### src/rtl/cube_tile_scheduler_if.sv
// Handshake/config bundle between the cube tile scheduler and its controller / cube-transfer wrapper.
interface cube_tile_scheduler_if #(
    parameter int ADDR_WIDTH = 32,
    parameter int CUBE_WIDTH = 6
);
    logic                  start;
    logic [ADDR_WIDTH-1:0] fm_src_addr;
    logic [ADDR_WIDTH-1:0] fm_dst_addr;
    logic [CUBE_WIDTH-1:0] fm_channel;
    logic [CUBE_WIDTH-1:0] fm_row;
    logic [CUBE_WIDTH-1:0] fm_col;
    logic [CUBE_WIDTH-1:0] tile_channel;
    logic [CUBE_WIDTH-1:0] tile_row;
    logic [CUBE_WIDTH-1:0] tile_col;
    logic [ADDR_WIDTH-1:0] src_base_addr;
    logic [ADDR_WIDTH-1:0] dst_base_addr;
    logic [CUBE_WIDTH-1:0] channel;
    logic [CUBE_WIDTH-1:0] row;
    logic [CUBE_WIDTH-1:0] col;
    logic [CUBE_WIDTH-1:0] channel_offset;
    logic [CUBE_WIDTH-1:0] row_offset;
    logic                  transfer_start;
    logic                  transfer_done;
    logic                  busy;
    logic                  done;
    logic                  config_err;
    logic [31:0]           busy_cycles;

    modport master (
        output start, fm_src_addr, fm_dst_addr, fm_channel, fm_row, fm_col,
               tile_channel, tile_row, tile_col, transfer_done,
        input  src_base_addr, dst_base_addr, channel, row, col, channel_offset,
               row_offset, transfer_start, busy, done, config_err, busy_cycles
    );

    modport slave (
        input  start, fm_src_addr, fm_dst_addr, fm_channel, fm_row, fm_col,
               tile_channel, tile_row, tile_col, transfer_done,
        output src_base_addr, dst_base_addr, channel, row, col, channel_offset,
               row_offset, transfer_start, busy, done, config_err, busy_cycles
    );
endinterface

### src/rtl/cube_tile_scheduler.sv
// Walks a feature map tile by tile (col fastest, then row, then channel) and issues one cube-transfer per tile.
// Optional busy-cycle counter compiled in with `define CUBE_TILE_SCHED_PERF_EN.
module cube_tile_scheduler #(
    parameter int DATA_WIDTH = 32,
    parameter int ADDR_WIDTH = 32,
    parameter int CUBE_WIDTH = 6
) (
    input  logic                 clk,
    input  logic                 rst,
    cube_tile_scheduler_if.slave bus
);
    localparam int CW    = CUBE_WIDTH;
    localparam int OFFW  = 2 * CUBE_WIDTH;
    localparam int IW    = 3 * CUBE_WIDTH + 2;
    localparam int OW    = IW + 32;
    localparam int BYTES = DATA_WIDTH / 8;

    typedef enum logic [2:0] {S_IDLE, S_CALC, S_ISSUE, S_WAIT, S_NEXT, S_FIN} state_t;

    state_t                state_q;
    logic [ADDR_WIDTH-1:0] fmSrcAddr_q, fmDstAddr_q;
    logic [CW-1:0]         fmChannel_q, fmRow_q, fmCol_q;
    logic [CW-1:0]         tileChannel_q, tileRow_q, tileCol_q;
    logic                  zeroDim_q;
    logic [CW-1:0]         c0_q, r0_q, k0_q;
    logic [IW-1:0]         dstAcc_q;
    logic [ADDR_WIDTH-1:0] srcBase_q, dstBase_q;
    logic [CW-1:0]         channel_q, row_q, col_q, channelOffset_q, rowOffset_q;
    logic                  transferStart_q, busy_q, done_q, configErr_q;

    logic [CW-1:0]         remChannel, remRow, remCol;
    logic [CW-1:0]         channel_d, row_d, col_d, rowOffset_d;
    logic [OFFW-1:0]       channelOffsetFull;
    logic                  offsetErr;
    logic [IW-1:0]         srcWords, tileWords;
    logic [ADDR_WIDTH-1:0] srcBase_d, dstBase_d;
    logic [CW:0]           kSum, rSum, cSum;
    logic                  colWrap, rowWrap, lastTile;

    // Command values for the current tile, plus where the indices go after it.
    always_comb begin
        remChannel        = fmChannel_q - c0_q;
        remRow            = fmRow_q - r0_q;
        remCol            = fmCol_q - k0_q;
        channel_d         = (tileChannel_q < remChannel) ? tileChannel_q : remChannel;
        row_d             = (tileRow_q < remRow) ? tileRow_q : remRow;
        col_d             = (tileCol_q < remCol) ? tileCol_q : remCol;
        rowOffset_d       = fmCol_q - col_d;
        channelOffsetFull = OFFW'(fmRow_q - row_d) * OFFW'(fmCol_q);
        offsetErr         = |channelOffsetFull[OFFW-1:CW];
        srcWords          = (IW'(c0_q) * IW'(fmRow_q) + IW'(r0_q)) * IW'(fmCol_q) + IW'(k0_q);
        srcBase_d         = fmSrcAddr_q + ADDR_WIDTH'(OW'(srcWords) * OW'($unsigned(BYTES)));
        dstBase_d         = fmDstAddr_q + ADDR_WIDTH'(OW'(dstAcc_q) * OW'($unsigned(BYTES)));
        tileWords         = IW'(channel_q) * IW'(row_q) * IW'(col_q);
        kSum              = {1'b0, k0_q} + {1'b0, tileCol_q};
        rSum              = {1'b0, r0_q} + {1'b0, tileRow_q};
        cSum              = {1'b0, c0_q} + {1'b0, tileChannel_q};
        colWrap           = kSum >= {1'b0, fmCol_q};
        rowWrap           = rSum >= {1'b0, fmRow_q};
        lastTile          = colWrap && rowWrap && (cSum >= {1'b0, fmChannel_q});
    end

    always_ff @(posedge clk) begin
        if (!rst) begin
            state_q         <= S_IDLE;
            fmSrcAddr_q     <= '0;
            fmDstAddr_q     <= '0;
            fmChannel_q     <= '0;
            fmRow_q         <= '0;
            fmCol_q         <= '0;
            tileChannel_q   <= '0;
            tileRow_q       <= '0;
            tileCol_q       <= '0;
            zeroDim_q       <= 1'b0;
            c0_q            <= '0;
            r0_q            <= '0;
            k0_q            <= '0;
            dstAcc_q        <= '0;
            srcBase_q       <= '0;
            dstBase_q       <= '0;
            channel_q       <= '0;
            row_q           <= '0;
            col_q           <= '0;
            channelOffset_q <= '0;
            rowOffset_q     <= '0;
            transferStart_q <= 1'b0;
            busy_q          <= 1'b0;
            done_q          <= 1'b0;
            configErr_q     <= 1'b0;
        end else begin
            transferStart_q <= 1'b0;
            done_q          <= 1'b0;
            case (state_q)
                S_IDLE: begin
                    if (bus.start) begin
                        fmSrcAddr_q   <= bus.fm_src_addr;
                        fmDstAddr_q   <= bus.fm_dst_addr;
                        fmChannel_q   <= bus.fm_channel;
                        fmRow_q       <= bus.fm_row;
                        fmCol_q       <= bus.fm_col;
                        tileChannel_q <= bus.tile_channel;
                        tileRow_q     <= bus.tile_row;
                        tileCol_q     <= bus.tile_col;
                        zeroDim_q     <= (bus.fm_channel == '0) || (bus.fm_row == '0) ||
                                         (bus.fm_col == '0) || (bus.tile_channel == '0) ||
                                         (bus.tile_row == '0) || (bus.tile_col == '0);
                        configErr_q   <= (bus.fm_channel == '0) || (bus.fm_row == '0) ||
                                         (bus.fm_col == '0) || (bus.tile_channel == '0) ||
                                         (bus.tile_row == '0) || (bus.tile_col == '0);
                        c0_q          <= '0;
                        r0_q          <= '0;
                        k0_q          <= '0;
                        dstAcc_q      <= '0;
                        busy_q        <= 1'b1;
                        state_q       <= S_CALC;
                    end
                end
                // A bad configuration still passes through CALC so done lands two cycles after start.
                S_CALC: begin
                    if (zeroDim_q || offsetErr) begin
                        configErr_q <= 1'b1;
                        busy_q      <= 1'b0;
                        done_q      <= 1'b1;
                        state_q     <= S_FIN;
                    end else begin
                        srcBase_q       <= srcBase_d;
                        dstBase_q       <= dstBase_d;
                        channel_q       <= channel_d;
                        row_q           <= row_d;
                        col_q           <= col_d;
                        rowOffset_q     <= rowOffset_d;
                        channelOffset_q <= channelOffsetFull[CW-1:0];
                        transferStart_q <= 1'b1;
                        state_q         <= S_ISSUE;
                    end
                end
                S_ISSUE: state_q <= S_WAIT;
                S_WAIT: begin
                    if (bus.transfer_done) state_q <= S_NEXT;
                end
                S_NEXT: begin
                    dstAcc_q <= dstAcc_q + tileWords;
                    if (lastTile) begin
                        busy_q  <= 1'b0;
                        done_q  <= 1'b1;
                        state_q <= S_FIN;
                    end else begin
                        state_q <= S_CALC;
                        if (!colWrap) begin
                            k0_q <= kSum[CW-1:0];
                        end else begin
                            k0_q <= '0;
                            if (!rowWrap) begin
                                r0_q <= rSum[CW-1:0];
                            end else begin
                                r0_q <= '0;
                                c0_q <= cSum[CW-1:0];
                            end
                        end
                    end
                end
                S_FIN:   state_q <= S_IDLE;
                default: state_q <= S_IDLE;
            endcase
        end
    end

`ifdef CUBE_TILE_SCHED_PERF_EN
    logic [31:0] busyCycles_q;

    always_ff @(posedge clk) begin
        if (!rst) begin
            busyCycles_q <= '0;
        end else if (state_q == S_IDLE && bus.start) begin
            busyCycles_q <= '0;
        end else if (busy_q && busyCycles_q != '1) begin
            busyCycles_q <= busyCycles_q + 32'd1;
        end
    end

    assign bus.busy_cycles = busyCycles_q;
`else
    assign bus.busy_cycles = '0;
`endif

    assign bus.src_base_addr  = srcBase_q;
    assign bus.dst_base_addr  = dstBase_q;
    assign bus.channel        = channel_q;
    assign bus.row            = row_q;
    assign bus.col            = col_q;
    assign bus.channel_offset = channelOffset_q;
    assign bus.row_offset     = rowOffset_q;
    assign bus.transfer_start = transferStart_q;
    assign bus.busy           = busy_q;
    assign bus.done           = done_q;
    assign bus.config_err     = configErr_q;
endmodule

### src/flat_wrapper.sv
// flat-port wrapper written by rule: the top's interface ports become plain ports
module cube_tile_scheduler_flat 
#(
    parameter int DATA_WIDTH = 32,
    parameter int ADDR_WIDTH = 32,
    parameter int CUBE_WIDTH = 6
)
  (clk, rst, bus_start, bus_fm_src_addr, bus_fm_dst_addr, bus_fm_channel, bus_fm_row, bus_fm_col, bus_tile_channel, bus_tile_row, bus_tile_col, bus_transfer_done, bus_src_base_addr, bus_dst_base_addr, bus_channel, bus_row, bus_col, bus_channel_offset, bus_row_offset, bus_transfer_start, bus_busy, bus_done, bus_config_err, bus_busy_cycles);
  cube_tile_scheduler_if #(.ADDR_WIDTH(ADDR_WIDTH), .CUBE_WIDTH(CUBE_WIDTH)) bus_i ();
  input  logic clk;
  input  logic rst;
  input wire logic [$bits(bus_i.start)-1:0] bus_start;
  input wire logic [$bits(bus_i.fm_src_addr)-1:0] bus_fm_src_addr;
  input wire logic [$bits(bus_i.fm_dst_addr)-1:0] bus_fm_dst_addr;
  input wire logic [$bits(bus_i.fm_channel)-1:0] bus_fm_channel;
  input wire logic [$bits(bus_i.fm_row)-1:0] bus_fm_row;
  input wire logic [$bits(bus_i.fm_col)-1:0] bus_fm_col;
  input wire logic [$bits(bus_i.tile_channel)-1:0] bus_tile_channel;
  input wire logic [$bits(bus_i.tile_row)-1:0] bus_tile_row;
  input wire logic [$bits(bus_i.tile_col)-1:0] bus_tile_col;
  input wire logic [$bits(bus_i.transfer_done)-1:0] bus_transfer_done;
  output wire logic [$bits(bus_i.src_base_addr)-1:0] bus_src_base_addr;
  output wire logic [$bits(bus_i.dst_base_addr)-1:0] bus_dst_base_addr;
  output wire logic [$bits(bus_i.channel)-1:0] bus_channel;
  output wire logic [$bits(bus_i.row)-1:0] bus_row;
  output wire logic [$bits(bus_i.col)-1:0] bus_col;
  output wire logic [$bits(bus_i.channel_offset)-1:0] bus_channel_offset;
  output wire logic [$bits(bus_i.row_offset)-1:0] bus_row_offset;
  output wire logic [$bits(bus_i.transfer_start)-1:0] bus_transfer_start;
  output wire logic [$bits(bus_i.busy)-1:0] bus_busy;
  output wire logic [$bits(bus_i.done)-1:0] bus_done;
  output wire logic [$bits(bus_i.config_err)-1:0] bus_config_err;
  output wire logic [$bits(bus_i.busy_cycles)-1:0] bus_busy_cycles;
  assign bus_i.start = bus_start;
  assign bus_i.fm_src_addr = bus_fm_src_addr;
  assign bus_i.fm_dst_addr = bus_fm_dst_addr;
  assign bus_i.fm_channel = bus_fm_channel;
  assign bus_i.fm_row = bus_fm_row;
  assign bus_i.fm_col = bus_fm_col;
  assign bus_i.tile_channel = bus_tile_channel;
  assign bus_i.tile_row = bus_tile_row;
  assign bus_i.tile_col = bus_tile_col;
  assign bus_i.transfer_done = bus_transfer_done;
  assign bus_src_base_addr = bus_i.src_base_addr;
  assign bus_dst_base_addr = bus_i.dst_base_addr;
  assign bus_channel = bus_i.channel;
  assign bus_row = bus_i.row;
  assign bus_col = bus_i.col;
  assign bus_channel_offset = bus_i.channel_offset;
  assign bus_row_offset = bus_i.row_offset;
  assign bus_transfer_start = bus_i.transfer_start;
  assign bus_busy = bus_i.busy;
  assign bus_done = bus_i.done;
  assign bus_config_err = bus_i.config_err;
  assign bus_busy_cycles = bus_i.busy_cycles;
  cube_tile_scheduler #(.DATA_WIDTH(DATA_WIDTH), .ADDR_WIDTH(ADDR_WIDTH), .CUBE_WIDTH(CUBE_WIDTH)) u_core (.clk(clk), .rst(rst), .bus(bus_i));
endmodule
### config.mk
export PLATFORM = sky130hd
export DESIGN_NAME = cube_tile_scheduler_flat
export DESIGN_NICKNAME = d
export VERILOG_FILES = /design/src/rtl/cube_tile_scheduler_if.sv /design/src/rtl/cube_tile_scheduler.sv /design/src/flat_wrapper.sv
export SDC_FILE = /design/constraint.sdc
export NUM_CORES = 1
export LEC_CHECK = 0
export CAP_MARGIN = 15
export CORE_MARGIN = 2
export CORE_UTILIZATION = 55
export CTS_CLUSTER_DIAMETER = 60
export DETAILED_ROUTE_END_ITERATION = 6
export GPL_ROUTABILITY_DRIVEN = 0
export PLACE_DENSITY = 0.78
export SLEW_MARGIN = 20
export SYNTH_ARGS = -nofsm -noshare
export SYNTH_HDL_FRONTEND = slang
export SYNTH_SLANG_ARGS = --single-unit
export TNS_END_PERCENT = 20
### constraint.sdc
create_clock -name clk -period 16.77 [get_ports clk]
set_clock_uncertainty 0.1 [all_clocks]
set_input_delay 3.354 -clock clk [delete_from_list [all_inputs] [get_ports clk]]
set_output_delay 3.354 -clock clk [all_outputs]
set_load 0.01 [all_outputs]
==> impl_metrics.sql <==
INSERT INTO impl_metrics (metric_group, metric, value, unit) VALUES
('synth', 'mean_syn_cell_area', '8.33', 'um^2'),
('synth', 'synthesis.instances', '2715', ''),
('cts', 'worstSkewPairLatency', '0.59', 'ns'),
('grt', 'globalRouteOverflowTotal', '0', ''),
('route', 'post-route-drc-count', '0', ''),
('timing', 'grt_setup_unrepaired', 'false', ''),
('hold_path', 'holdPathEnd', 'u_core.fmDstAddr_q[1]$_SDFFE_PN0P_', ''),
('finish', 'utilization', '63.5', '%'),
('worst_setup_path', 'worstPathMaxFanout', '65', ''),
('cts', 'clock_sink_count', '240', ''),
('grt', 'number_of_antenna_violations_at_the_first_check_in_global_routing', '0', ''),
('cts', 'cts_hold_buf', '0', ''),
('placed_design', 'placement.io_buffers', '201', ''),
('synth', 'synth.lib_cells_used.distinct', '76', ''),
('floorplan', 'dieHeight', '207', 'um'),
('finish', 'drive_gt1_share', '3.13', '%'),
('timing', 'relSlewSlack', '33.9', '%'),
('worst_setup_path', 'data_required_time_at_the_worst_endpoint', '17.18', 'ns'),
('synth', 'share_of_flip_flops_with_an_asynchronous_set_or_reset_after_synthesis', '0', '%'),
('timing', 'layout_setup_ws', '6.44', 'ns'),
('timing', 'fmax', '96.8', 'MHz'),
('finish', 'finish.net_count', '3408', ''),
('cts', 'cts_made_buffers', '28', ''),
('grt', 'globalRouteTotalUtil', '28.6', '%'),
('timing', 'post-route-period-util', '61.6', '%'),
('timing', 'period_minus_slack', '10.33', 'ns'),
('floorplan', 'core_region_area', '0.0407', 'mm^2'),
('worst_setup_path', 'cpMaxStageDelayCell', 'sky130_fd_sc_hd__buf_4', ''),
('hold_path', 'worst_hold_path_type', 'reg -> reg', ''),
('route', 'antenna_left', '0', ''),
('route', 'wl_per_cell', '17.7', 'um'),
('floorplan', 'rows', '74', ''),
('route', 'num_vias', '19400', ''),
('synth', 'synth_largest_type_area_fraction', '21.2', '%'),
('timing', 'finalHoldWorstSlack', '0.360', 'ns'),
('cts', 'post_cts_resize_count', '0', ''),
('cts', 'ctsRootBufferMaster', 'sky130_fd_sc_hd__clkbuf_16', ''),
('cts', 'post-cts-setup-buffers', '0', ''),
('grt', 'grt_first_pass_wirelength', '98.2', 'mm'),
('finish', 'fillCellCount', '3433', ''),
('cts', 'clk_pin_slew_worst_paths', '0.06', 'ns'),
('worst_setup_path', 'timing.critical_path.to_type', 'flop', ''),
('synth', 'seq_area_frac_synth', '21.2', '%'),
('worst_setup_path', 'critical-path-top-delay-family', 'compound AO/OA/AOI/OAI gates', ''),
('worst_setup_path', 'path_buf_inv', '7', ''),
('floorplan', 'initial_core_util', '55.5', '%'),
('floorplan', 'die_area', '0.0428', 'mm^2'),
('cts', 'tritoncts', 'done', ''),
('worst_setup_path', 'worst-endpoint-arrival', '10.74', 'ns'),
('timing', 'fin_setup_tns', '0', 'ns'),
('synth', 'synth-edff-count', '0', ''),
('placed_design', 'place_ws', '6.42', 'ns'),
('synth', 'synth_cell_area', '0.0226', 'mm^2'),
('floorplan', 'chipWidth', '207', 'um'),
('synth', 'post_synth_top_area_cell', 'sky130_fd_sc_hd__dfxtp_1', ''),
('flow_run', 'drv.max_cap_violation_count', '0', ''),
('synth', 'synth.yosys.warnings', '0', ''),
('grt', 'number_of_global_route_vias_before_repair', '19500', ''),
('cts', 'cts-root-to-sink-buffers', '3', ''),
('worst_setup_path', 'rr_worst_depth', '35', ''),
('synth', 'synthFlopType', 'sky130_fd_sc_hd__dfxtp_1', ''),
('timing', 'max_slew.worst_pin.slew', '0.991', 'ns'),
('worst_setup_path', 'max_stage_delay', '0.71', 'ns'),
('floorplan', 'ioPinCount', '234', ''),
('worst_setup_path', 'timing.setup.critical_path_class', 'reg -> reg', ''),
('timing', 'hold_viol_final', '0', ''),
('finish', 'diodes', '0', ''),
('timing', 'slew_viols_final', '0', ''),
('placed_design', 'hpwl_reported_at_the_end_of_detailed_placement', '46.7', 'mm'),
('status', 'status', 'complete, no violations', ''),
('power', 'post-layout-total-power', '2.94', 'mW');
layer usage:
| metal | routed length, um | GRT usage (%) | vias to the layer above |
|---|---|---|---|
| met3 | 4740 | 6.09 | 133 |
| met1 | 26300 | 38.4 | 9289 |
| met2 | 27000 | 45.6 | 659 |
| met5 | 0 | 0 | - |
| met4 | 2200 | 10.6 | 0 |
| li1 | - | - | 9352 |
state kept, by name (all words and copies together), names as in the netlist, 20 cells and up:
register,cells
u_core.bus.src_base_addr,32
u_core.bus.dst_base_addr,32
u_core.fmDstAddr_q,32
u_core.fmSrcAddr_q,32
u_core.dstAcc_q,20
per-stage QoR:
stage               cells  area [um^2]
floorplan            2746        22700
global placement     3359        24900
detailed placement   3359        24900
CTS                  3409        25900
global route         3409        25900
finish               3409        25900
cell families after synthesis:
group | after synthesis | synth area share (%)
simple gates | 858 | 17.2
compound gates | 590 | 16.4
fa+ha+maj | 447 | 30.6
buf+inv | 407 | 7.42
flops | 240 | 21.2
xor+xnor | 115 | 4.45
mux | 57 | 2.55
other cells | 1 | 0.0166
layout by cell type, fill, tap and decap left out, types with 28 or more instances in the layout:
cell | synthesis | routed
sky130_fd_sc_hd__nand2_1 | 415 | 414
sky130_fd_sc_hd__inv_1 | 276 | 275
sky130_fd_sc_hd__ha_1 | 269 | 269
sky130_fd_sc_hd__dfxtp_1 | 240 | 240
sky130_fd_sc_hd__a21oi_1 | 232 | 231
sky130_fd_sc_hd__clkdlybuf4s50_1 | 0 | 200
sky130_fd_sc_hd__fa_1 | 178 | 178
sky130_fd_sc_hd__nor2_1 | 149 | 149
sky130_fd_sc_hd__and2_1 | 97 | 96
sky130_fd_sc_hd__o21ai_0 | 94 | 94
sky130_fd_sc_hd__xnor2_1 | 83 | 83
sky130_fd_sc_hd__a21o_1 | 54 | 54
sky130_fd_sc_hd__mux2i_1 | 52 | 52
sky130_fd_sc_hd__nand3_1 | 39 | 39
sky130_fd_sc_hd__nor3_1 | 35 | 35
sky130_fd_sc_hd__xor2_1 | 32 | 32
sky130_fd_sc_hd__a211oi_1 | 32 | 32
sky130_fd_sc_hd__conb_1 | 1 | 32
sky130_fd_sc_hd__clkbuf_16 | 0 | 28
tightest hold or removal path, stage by stage, from the launching register on:
cell and delay [ns]:
sky130_fd_sc_hd__dfxtp_1 0.31, sky130_fd_sc_hd__nand2_1 0.05, sky130_fd_sc_hd__a21oi_1 0.05
power by group:
group	switching [mW]	internal (mW)	total, mW
clock	0.272	0.387	0.659
combinational	0.894	0.572	1.47
sequential	0.137	0.679	0.816
total	1.30	1.64	2.94
synth_stat cells (52+ instances only):
library cell,number
sky130_fd_sc_hd__a21o_1,54
sky130_fd_sc_hd__a21oi_1,232
sky130_fd_sc_hd__and2_1,97
sky130_fd_sc_hd__clkbuf_1,82
sky130_fd_sc_hd__dfxtp_1,240
sky130_fd_sc_hd__fa_1,178
sky130_fd_sc_hd__ha_1,269
sky130_fd_sc_hd__inv_1,276
sky130_fd_sc_hd__mux2i_1,52
sky130_fd_sc_hd__nand2_1,415
sky130_fd_sc_hd__nor2_1,149
sky130_fd_sc_hd__o21ai_0,94
sky130_fd_sc_hd__xnor2_1,83
worst max path at each step:
| stage | start | endpoint | slack [ns] | cells after the start |
|---|---|---|---|---|
| after floorplan | u_core.fmRow_q[1]$_SDFFE_PN0P_ | u_core.bus.src_base_addr[31]$_SDFFE_PN0P_ | 7.31 | 35 |
| after detailed placement | u_core.fmRow_q[1]$_SDFFE_PN0P_ | u_core.bus.src_base_addr[30]$_SDFFE_PN0P_ | 6.42 | 34 |
| after CTS | u_core.fmRow_q[1]$_SDFFE_PN0P_ | u_core.bus.src_base_addr[30]$_SDFFE_PN0P_ | 6.32 | 34 |
| after global placement | u_core.fmRow_q[1]$_SDFFE_PN0P_ | u_core.bus.src_base_addr[30]$_SDFFE_PN0P_ | 6.68 | 33 |
| final | u_core.r0_q[1]$_SDFFE_PN0P_ | u_core.bus.src_base_addr[6]$_SDFFE_PN0P_ | 6.44 | 35 |
| after global routing | u_core.fmRow_q[1]$_SDFFE_PN0P_ | u_core.bus.src_base_addr[26]$_SDFFE_PN0P_ | 5.81 | 35 |
final cells by class:
type	instances	area [um^2]	area share, %
Inverter	276	1040	4.02
Clock buffer	36	801	3.09
Multi-Input combinational cell	2099	16300	62.9
Tap cell	532	666	2.57
Clock inverter	14	201	0.778
Sequential cell	240	4800	18.6
Timing Repair Buffer	212	2090	8.09
Note: power is estimated with default switching activity, not from simulation.
==> RTL change 1, RTL diff (same flow settings) <==
The option `CUBE_TILE_SCHED_PERF_EN` is turned on by a define.
--- a/src/rtl/cube_tile_scheduler.sv
+++ b/src/rtl/cube_tile_scheduler.sv
@@ -1,4 +1,6 @@
 // Walks a feature map tile by tile (col fastest, then row, then channel) and issues one cube-transfer per tile.
 // Optional busy-cycle counter compiled in with `define CUBE_TILE_SCHED_PERF_EN.
+`define CUBE_TILE_SCHED_PERF_EN
+
 module cube_tile_scheduler #(
     parameter int DATA_WIDTH = 32,
Check against the original RTL: not equivalent (Yosys sat finds a counterexample within 4 cycles, from zero or initial values and one cycle with rst low).
==> RTL change 1 against the unedited design <==
- sequential cell count is 32 higher
- synthesized cell count up 3.1%
- worst setup slack got worse by 0.68 ns
- wire length up 3.7%
- power is 4.3% higher
- design area up 6.1%
- synthesized area grew 4.1%
- critical path type unchanged
- largest power group unchanged
==> RTL change 1: results (changes against the unedited design) <==
- Status: finished clean (unchanged)
- Crit-path max FO: 80 (was 65)
- Post-DP HPWL: 47,800 um (was 46,700 um)
- Total number of vias: 20,218 (was 19,433)
- Vias in the first global route: 20,598 (was 19,520)
- Cell family with most CP delay: adder cells (was compound AO/OA/AOI/OAI gates)
- Multiplexer area fraction after synthesis: 3.21% (was 2.55%)
- Wire length on met3: 4090 um (was 4740 um)
- Met2 wire length: 29,000 um (was 27,000 um)
- Sequential cell area fraction in the yosys report: 23.1% (was 21.2%)
- Leak: 0.0121 uW (was 0.0118 uW)
- CTS buffer count: 36 (was 28)
- Syn Nets: 3,352
- Pin count of the biggest net entering global routing: 138 (was 105)
- Switching fraction of total power: 41.6% (was 44.3%)
- Worst-margin pin slew: 1.02 ns (was 0.991 ns)
- Cell variety after synth: 69 (was 76)
- Overall Global Routing Usage: 28.7% (was 28.6%)
- Layout cells sized above 1: 3.32% (was 3.13%)
- Max incr delay on CP: 0.85 ns (was 0.71 ns)
- Arrival time worst endpoint: 11.30 ns (was 10.74 ns)
- VDD IR max: 98.9 uV (was 118 uV)
- First-pass DRT Iterations: 6 (was 7)
- Synth top cells by count: nand2_1, inv_1, dfxtp_1 (was nand2_1, inv_1, ha_1)
- Wirelength, routed: 62,400 um (was 60,200 um)
- Maximum clock path buffer count: 3 (unchanged)
- Number of port buffers: 233 (was 201)
- Htree depth: 2 (was 1)
- NumNets Final: 3,536 (was 3,408)
- Worst-skew pair later-pin latency: 0.56 ns (was 0.59 ns)
- Adder-cell area share of the yosys netlist: 29.5% (was 30.6%)
- Synth Area in XOR/XNOR: 5.81% (was 4.45%)
- DR iter-0 viols: 1,429 (was 1,176)
- Wl on met1: 26,900 um (was 26,300 um)
- Highest clock rate: 90.8 MHz (was 96.8 MHz)
- Complex-gate fraction of the synthesized area: 13.4% (was 16.4%)
- Fraction of registers with async set/reset: 0% (unchanged)
- Synth area leaders: dfxtp_1, fa_1, ha_1 (unchanged)
- Global-route wire length before repair: 104,000 um (was 98,200 um)
- Placed cell area: 26,200 um2 (was 24,900 um2)
## RTL change 1: power by group through the flow
stage                     Combinational, uW  Clock, uW  Sequential, uW
after global placement                 1340          0             845
after floorplan                        1070          0             811
after CTS                              1420        809             835
after detailed placement               1400          0             848
final                                  1430        800             839
after global routing                   1580        833             848
## RTL change 1: final timing paths
kind | start | to | slack, ns | cells past startpoint
worst max-delay path | u_core.fmRow_q[0] | u_core.bus.src_base_addr[12] | 5.76 | 37
worst min-delay path | u_core.fmDstAddr_q[0] | u_core.fmDstAddr_q[0] | 0.35 | 2
worst max register to register | u_core.fmRow_q[0] | u_core.bus.src_base_addr[12] | 5.76 | 37
worst min register to register | u_core.fmDstAddr_q[0] | u_core.fmDstAddr_q[0] | 0.35 | 2
## RTL change 1: layer usage
metal | vias to the layer above | GRT usage (%)
li1 | 9705 | -
met1 | 9666 | 36.8
met2 | 702 | 48.0
met4 | 0 | 11.7
met3 | 145 | 5.01
met5 | - | 0
## RTL change 1: layout make-up
class	instances	area, um2
fill	3404	14700
multi-input combinational	2148	16600
sequential	272	5450
inverter	281	1060
tap	539	674
clock inverter	22	267
timing repair buffer	245	2420
clock buffer	42	953
## RTL change 1: metrics by stage
step	setup WS [ns]	hold slack, ns	cells	power, uW	util, %
after floorplan	7.26	0.335	2800	1880	-
after global placement	5.91	0.343	3484	2190	62.2
after detailed placement	5.40	0.348	3484	2250	62.2
after CTS	5.30	0.357	3548	3060	65.1
after global routing	5.15	0.370	3549	3270	65.2
final	5.76	0.354	3549	3070	65.2
## RTL change 1: cells by family after synthesis
family,Yosys count
AND/OR/NAND/NOR,955
adder cells (fa/ha/maj),448
multiplexers,75
XOR/XNOR,156
AO/OA/AOI/OAI,514
flip-flops,272
buffers and inverters,380
==> RTL change 2, RTL diff (config.mk and constraints unchanged) <==
Without the edit above. Encoding of `state_t`: now one-hot (6 bits for 6 states).
--- a/src/rtl/cube_tile_scheduler.sv
+++ b/src/rtl/cube_tile_scheduler.sv
@@ -16,5 +16,5 @@
     localparam int BYTES = DATA_WIDTH / 8;
 
-    typedef enum logic [2:0] {S_IDLE, S_CALC, S_ISSUE, S_WAIT, S_NEXT, S_FIN} state_t;
+    typedef enum logic [5:0] {S_IDLE = 6'b000001, S_CALC = 6'b000010, S_ISSUE = 6'b000100, S_WAIT = 6'b001000, S_NEXT = 6'b010000, S_FIN = 6'b100000} state_t;
 
     state_t                state_q;
Formal check against the unedited RTL: no difference found for any inputs over 4 cycles, from zero or initial values and one cycle with rst low; so few cycles prove little.
==> RTL change 2 against the unedited design <==
- utilization rose by 0.39 points
- sequential share of layout area barely moved
- wire length rose by 2.3%
- worst setup slack improved by 0.075 ns
- sequential cell count rose by 3
- count of clock-buffer cells in the layout did not move
- power fell by 10%
- synthesized area rose by 1.5%
- sequential power fell by 9.4%
- cell count rose by 1.9%
- combinational power fell by 16%
- design area rose by 1.3%
- critical path type unchanged
- largest cell class unchanged
- largest power group unchanged
==> RTL change 2: results (changes against the unedited design) <==
- Layout cells sized above 1: 3.91% (was 3.13%)
- Critical R2R Capture: u_core.bus.src_base_addr[29] (was u_core.bus.src_base_addr[6])
- Leak: 0.0118 uW (about the same)
- Vias in the first global route: 20,295 (was 19,520)
- Clock network fraction of total power: 25.1% (was 22.4%)
- Post-Place Setup Slack: 6.59 ns (was 6.42 ns)
- Filler Cell Count: 3,435 (was 3,433)
- WHS Endpoint: u_core.bus.src_base_addr[3] (was u_core.fmDstAddr_q[1])
- Reg2reg setup slack: 6.51 ns (was 6.44 ns)
- Placed insts: 3,418 (was 3,359)
- CTS buffer count: 30 (was 28)
- Cell family with most CP delay: adder cells (was compound AO/OA/AOI/OAI gates)
- Fin Hold WS: 0.354 ns (was 0.360 ns)
- Routed len/inst: 17.7 um (about the same)
- Worst-margin pin slew: 1.06 ns (was 0.991 ns)
- Placed cell area: 25,200 um2 (was 24,900 um2)
- Synth top cells by count: nand2_1, inv_1, ha_1 (unchanged)
- Pin count of the biggest net entering global routing: 83 (was 105)
- Sequential cell area fraction in the yosys report: 21.2% (about the same)
- VDD IR max: 78.2 uV (was 118 uV)
- Mapped Cells: 2,780 (was 2,715)
- Max incr delay on CP: 0.64 ns (was 0.71 ns)
- Status: finished clean (unchanged)
- Multi-input combinational cell area: 16,500 um2 (was 16,300 um2)
- Synth area leaders: dfxtp_1, fa_1, ha_1 (unchanged)
- Overall Global Routing Usage: 28.5% (was 28.6%)
[RTL change 2: cell count changes in the layout (fill, tap and decap cells not counted), sizes merged, moves of 11 or more]
cell   unedited run  this run
a21oi           232       263
and2             98        85
inv             278       289
mux2i            52        17
nand2           415       475
nor2            149       138
o21ai            96        71
[RTL change 2: cell families (layout without fill, tap and decap cells)]
| kind of cell | count (synthesis) | after routing | synth area share, % |
|---|---|---|---|
| AO/OA/AOI/OAI | 599 | 599 | 17.0 |
| multiplexers | 26 | 26 | 1.18 |
| adder cells (fa/ha/maj) | 447 | 447 | 30.2 |
| buffers and inverters | 424 | 556 | 7.70 |
| AND/OR/NAND/NOR | 925 | 925 | 18.3 |
| XOR/XNOR | 115 | 115 | 4.39 |
| flip-flops | 243 | 243 | 21.2 |
| other | 1 | 32 | 0.0163 |
[RTL change 2: area by class of cell]
type	count	area share, %
multi-input combinational	2144	62.8
sequential	243	18.6
timing repair buffer	215	8.13
inverter	285	4.10
clock buffer	36	3.03
tap	532	2.54
clock inverter	20	0.888
[RTL change 2: metal layers]
| layer | global-route usage [%] | part of all wire (%) |
|---|---|---|
| met1 | 38.9 | 44 |
| met2 | 46.0 | 45 |
| met3 | 4.53 | 7.5 |
| met4 | 9.85 | 3.2 |
| met5 | 0 | 0 |
[RTL change 2: how the worst max path moves through the flow]
stage	to	slack [ns]	cells past startpoint
4_1_cts	u_core.bus.src_base_addr[29]	6.51	34
3_5_place_dp	u_core.bus.src_base_addr[29]	6.59	34
3_3_place_gp	u_core.bus.src_base_addr[25]	6.77	35
2_1_floorplan	u_core.bus.src_base_addr[25]	7.41	35
6_report	u_core.bus.src_base_addr[29]	6.51	34
5_1_grt	u_core.bus.src_base_addr[29]	5.74	34
